<file path="src/rtl/mc_path_sequencer.sv">
// Streams one day of path samples from a synchronous SRAM into MC_CORE per pass.
// Each day is sent twice; a rising core_resend either replays the day or advances to the next day.
module mc_path_sequencer #(
   parameter int DATA_W = 12,
   parameter int PATHS  = 256,
   parameter int DAYS   = 8,
   parameter int ADDR_W = 11
) (
   input  logic                      clk,
   input  logic                      rst_n,
   input  logic                      go,
   output logic                      mem_rd_en,
   output logic [ADDR_W-1:0]         mem_addr,
   input  logic [DATA_W-1:0]         mem_rdata,
   output logic                      core_start,
   output logic [DATA_W-1:0]         core_path,
   output logic                      core_vld,
   input  logic                      core_resend,
   output logic [$clog2(DAYS)-1:0]   day,
   output logic                      pass,
   output logic                      busy,
   output logic                      done
);

   localparam int IDX_W = $clog2(PATHS);
   localparam int DAY_W = $clog2(DAYS);

   typedef enum logic [2:0] {
      S_IDLE   = 3'd0,
      S_START  = 3'd1,
      S_STREAM = 3'd2,
      S_WAIT   = 3'd3,
      S_FIN    = 3'd4
   } state_t;

   state_t              r_state;
   state_t              w_state_next;
   logic [IDX_W-1:0]    r_idx;
   logic [DAY_W-1:0]    r_day;
   logic                r_pass;
   logic                r_rs_blk;
   logic                r_v1;
   logic                w_resend_evt;
   logic                w_flush;
   logic                w_last_day;
   logic                w_idx_last;
   logic [ADDR_W-1:0]   w_addr;

   // A resend counts once per rising level; r_rs_blk masks it until the line is seen low.
   assign w_resend_evt = core_resend && !r_rs_blk &&
                         ((r_state == S_STREAM) || (r_state == S_WAIT));
   assign w_flush      = w_resend_evt && (r_state == S_STREAM);
   assign w_last_day   = (r_day == DAY_W'(DAYS - 1));
   assign w_idx_last   = (r_idx == IDX_W'(PATHS - 1));
   assign w_addr       = ADDR_W'(r_day) * ADDR_W'(PATHS) + ADDR_W'(r_idx);

   always_ff @(posedge clk or negedge rst_n) begin
      if (!rst_n) begin
         r_state <= S_IDLE;
      end else begin
         r_state <= w_state_next;
      end
   end

   always_comb begin
      w_state_next = r_state;
      case (r_state)
         S_IDLE:   if (go) w_state_next = S_START;
         S_START:  w_state_next = S_STREAM;
         S_STREAM: begin
            if (w_resend_evt) begin
               w_state_next = (r_pass && w_last_day) ? S_FIN : S_STREAM;
            end else if (w_idx_last) begin
               w_state_next = S_WAIT;
            end
         end
         S_WAIT: begin
            if (w_resend_evt) begin
               w_state_next = (r_pass && w_last_day) ? S_FIN : S_STREAM;
            end
         end
         S_FIN:    w_state_next = S_IDLE;
         default:  w_state_next = S_IDLE;
      endcase
   end

   always_comb begin
      mem_rd_en  = 1'b0;
      mem_addr   = '0;
      core_start = 1'b0;
      busy       = 1'b0;
      done       = 1'b0;
      case (r_state)
         S_START: begin
            core_start = 1'b1;
            busy       = 1'b1;
         end
         S_STREAM: begin
            mem_rd_en = 1'b1;
            mem_addr  = w_addr;
            busy      = 1'b1;
         end
         S_WAIT:  busy = 1'b1;
         S_FIN:   done = 1'b1;
         default: ;
      endcase
   end

   assign day  = r_day;
   assign pass = r_pass;

   always_ff @(posedge clk or negedge rst_n) begin
      if (!rst_n) begin
         r_idx  <= '0;
         r_day  <= '0;
         r_pass <= 1'b0;
      end else begin
         case (r_state)
            S_IDLE: begin
               if (go) begin
                  r_idx  <= '0;
                  r_day  <= '0;
                  r_pass <= 1'b0;
               end
            end
            S_START: r_idx <= '0;
            S_STREAM, S_WAIT: begin
               if (w_resend_evt) begin
                  r_idx <= '0;
                  if (!r_pass) begin
                     r_pass <= 1'b1;
                  end else if (!w_last_day) begin
                     r_day  <= r_day + 1'b1;
                     r_pass <= 1'b0;
                  end
               end else if (r_state == S_STREAM) begin
                  r_idx <= w_idx_last ? '0 : r_idx + 1'b1;
               end
            end
            default: ;
         endcase
      end
   end

   always_ff @(posedge clk or negedge rst_n) begin
      if (!rst_n) begin
         r_rs_blk <= 1'b0;
      end else if (!core_resend) begin
         r_rs_blk <= 1'b0;
      end else if (w_resend_evt) begin
         r_rs_blk <= 1'b1;
      end
   end

   // Aborting a pass drops both in-flight samples so nothing stale reaches the core.
   always_ff @(posedge clk or negedge rst_n) begin
      if (!rst_n) begin
         r_v1      <= 1'b0;
         core_vld  <= 1'b0;
         core_path <= '0;
      end else begin
         r_v1     <= mem_rd_en && !w_flush;
         core_vld <= r_v1 && !w_flush;
         if (r_v1 && !w_flush) begin
            core_path <= mem_rdata;
         end
      end
   end

endmodule

</file>
<file path="config.mk">
export PLATFORM = sky130hd
export DESIGN_NAME = mc_path_sequencer
export DESIGN_NICKNAME = d
export VERILOG_FILES = /design/src/rtl/mc_path_sequencer.sv
export SDC_FILE = /design/constraint.sdc
export NUM_CORES = 1
export LEC_CHECK = 0
export ABC_AREA = 0
export BUFFER_PORTS_ARGS = -buffer_cell sky130_fd_sc_hd__buf_2
export CAP_MARGIN = 5
export CORE_MARGIN = 2
export CORE_UTILIZATION = 40
export CTS_CLUSTER_SIZE = 40
export DETAILED_ROUTE_END_ITERATION = 6
export PLACE_DENSITY = 0.67
export SKIP_LAST_GASP = 1
export SYNTH_ARGS = -nofsm -noshare
export SYNTH_HDL_FRONTEND = slang
export SYNTH_SLANG_ARGS = --single-unit
export TNS_END_PERCENT = 30
</file>
<file path="constraint.sdc">
create_clock -name clk -period 2.06 [get_ports clk]
set_clock_uncertainty 0.05 [all_clocks]
set_input_delay 0.412 -clock clk [delete_from_list [all_inputs] [get_ports clk]]
set_output_delay 0.412 -clock clk [all_outputs]
set_load 0.02 [all_outputs]
</file>
==> flow_metrics.tcl <==
set metrics [dict create \
    yosysWarnings 0 \
    seq_area_frac_synth 0.499 \
    drtIter0Drc 55 \
    drive_gt1_frac 0.416 \
    post-route-min-period_ns 1.92 \
    cp_slowest_stage_delay_ns 0.47 \
    grt_pass1_vias 1069 \
    r2r-start "r_idx[0]" \
    cts_root_buffer "clkbuf_8" \
    regArea_um2 752 \
    start_util 0.414 \
    period_share 0.930 \
    grtUsageTotal 0.149 \
    cts_made_buffers 5 \
    core_mm2 0.00363 \
    path_class "reg -> out" \
    grt_pass1_wl_mm 4.95 \
    clk_pin_slew_ns 0.06 \
    top_layer_used "met3" \
    slew_headroom 0.569 \
    reg2regPathDepth 5 \
    nets 208 \
    end_kind "primary output" \
    path_max_fanout 11 \
    synth_cells 136 \
    met3_length_um 209 \
    finalSetupViolations 0 \
    nFillCells 354 \
    rrSetupSlack_ns 0.24 \
    worst_slew_pin_slew_ns 0.647 \
    post_drt_wl_per_cell_um 12.5 \
    ys_types 34 \
    cellPowerDensity_mw_per_mm2 1630 \
    drtPass1Iterations 4 \
    port-buffer-count 47 \
    ios 48 \
    antenna_cells 0 \
    ir_worst_vdd_uv 813 \
    final_area_mm2 0.00188 \
    grt_setup_unrepaired "false" \
    vias 1179 \
    final_max_slew_viol_count 0 \
    p_leak_uw 0.000940 \
    clock-sinks 30 \
    h-tree-depth 2 \
    grt_overflow 0 \
    avgSynthCellArea_um2 11.1 \
    num_rows 22 \
    wl_met1_mm 1.36 \
    grt_max_degree 31 \
    die_w_um 65.3 \
    r2r-end "r_idx[0]" \
    drc_errors 0 \
    hold_viol 0 \
    grt_antenna_before_repair 0 \
    vias_per_cell 4.95 \
    met2_length_mm 1.40 \
    cp_slowest_cell "dfrtp_1" \
    maxCapViolations 0 \
    postPlaceCellArea_mm2 0.00179 \
    place_congestion 0.823 \
    wl_mm 2.97 \
    clk_latency_ns 0.27 \
    die_area_mm2 0.00427 \
    tns_ns 0 \
    dp_hpwl_mm 2.26 \
    synthesis.nets 155 \
    cts_tree "yes" \
    synth-seq-cells 30 \
    crit_chain "nor3b_1 -> buf_4 -> and2_1 -> buf_2" \
    ant_nets 0 \
    post_cts_buffers 0 \
    outcome "finished clean" \
    clk_path_buf_depth 2 \
    area.growth.synth_to_final_pct 24.9 \
    multi_input_area_um2 682 \
    crit_arrival_ns 1.45 \
    hold_path.class "in -> async" \
    cp.required_ns 1.60 \
    synth_area_mm2 0.00151 \
    die_y_um 65.3 \
    critPathLaunchType "flip-flop" \
    fmax_mhz 522 \
]
-- final cells by class --
cell class	count	share of cell area
multi-input combinational	95	0.363
timing repair buffer	53	0.149
clock inverter	1	0.00266
sequential	30	0.400
inverter	4	0.00798
tap	48	0.0319
clock buffer	7	0.0459
-- state kept, by name (all words and copies together) (netlist names) --
name / count
core_vld: 1
r_state: 3
pass: 1
r_v1: 1
r_rs_blk: 1
core_path: 12
r_idx: 8
day: 3
-- worst max-delay path by stage --
stage                      from            end  slack, ns  cells past startpoint
floorplan            r_state[2]    mem_addr[0]       0.26                      4
global placement    core_resend  core_path[11]       0.27                      6
detailed placement  core_resend   core_path[8]       0.21                      6
CTS                  r_state[1]    mem_addr[6]       0.05                      4
global route         r_state[2]    mem_addr[2]       0.02                      4
finish               r_state[2]    mem_addr[5]       0.14                      4
-- cells by family (layout without fill, tap and decap cells) --
| group | Yosys count | after routing | synth area share |
|---|---|---|---|
| flip-flops | 30 | 30 | 0.499 |
| adder cells (fa/ha/maj) | 3 | 3 | 0.0249 |
| AO/OA/AOI/OAI | 22 | 22 | 0.118 |
| buffers and inverters | 11 | 65 | 0.0482 |
| AND/OR/NAND/NOR | 54 | 54 | 0.190 |
| multiplexers | 16 | 16 | 0.121 |
-- through the flow --
stage	std cells	util	total power, uW	hold WS [ns]	worst slack, ns
final	238	0.518	3060	0.116	0.145
after detailed placement	230	0.492	2620	0.427	0.214
after global routing	238	0.518	3300	0.160	0.0209
after floorplan	136	-	2150	0.0664	0.256
after CTS	238	0.517	3100	0.130	0.0541
after global placement	230	0.492	2570	0.420	0.270
-- repair_timing --
| action | in CTS | in global routing |
|---|---|---|
| gates resized for setup | 0 | 1 |
| hold buffers | 0 | 0 |
| endpoints found under the setup margin | 0 | 9 |
-- worst max-delay path: cells and delay by family, from the launching register on --
family / cells / cell delay [ns]
flip-flops: 1 / 0.47
buffers and inverters: 2 / 0.36
AND/OR/NAND/NOR: 2 / 0.35
-- power breakdown --
group	switching (uW)	internal [uW]	leakage [uW]	total [uW]
combinational	900	669	0.000525	1570
sequential	188	832	0.000367	1020
clock	200	269	0.0000482	469
total	1290	1770	0.000940	3060
-- Yosys cell counts (all sizes together) --
master	n	area, um^2
nand2	8	30.0
nand3	4	20.0
dfrtp	30	751
o41ai	1	16.3
inv	4	15.0
ha	3	37.5
a21boi	1	18.8
nor3b	2	15.0
a22o	3	26.3
nor2	11	43.8
o21a	2	15.0
nand3b	1	7.51
mux2	14	161
a311oi	2	17.5
nor2b	2	12.5
or3b	1	8.76
a32o	1	10.0
a21oi	2	13.8
a311o	2	20.0
clkbuf	1	3.75
nand4	1	6.26
nand2b	3	18.8
mux2i	2	20.0
and2	10	62.6
and3	4	25.0
buf	6	53.8
o21ai	8	40.0
nor3	7	35.0
-- layout by cell type (no fill, tap or decap), types with 4 or more instances in the layout --
cell type,instances
buf_2,47
inv_1,4
clkbuf_8,6
nand3_1,4
nor3_1,7
nor2_1,10
buf_4,6
and3_1,4
o21ai_0,5
dfrtp_1,29
nand2_1,8
mux2_2,13
and2_1,10
-- routing by layer --
metal | vias up | global-route usage
li1 | 585 | -
met1 | 557 | 0.197
met2 | 37 | 0.240
met3 | 0 | 0.0411
met4 | 0 | 0.0391
met5 | - | 0
Power figures use the tool's default switching activity.
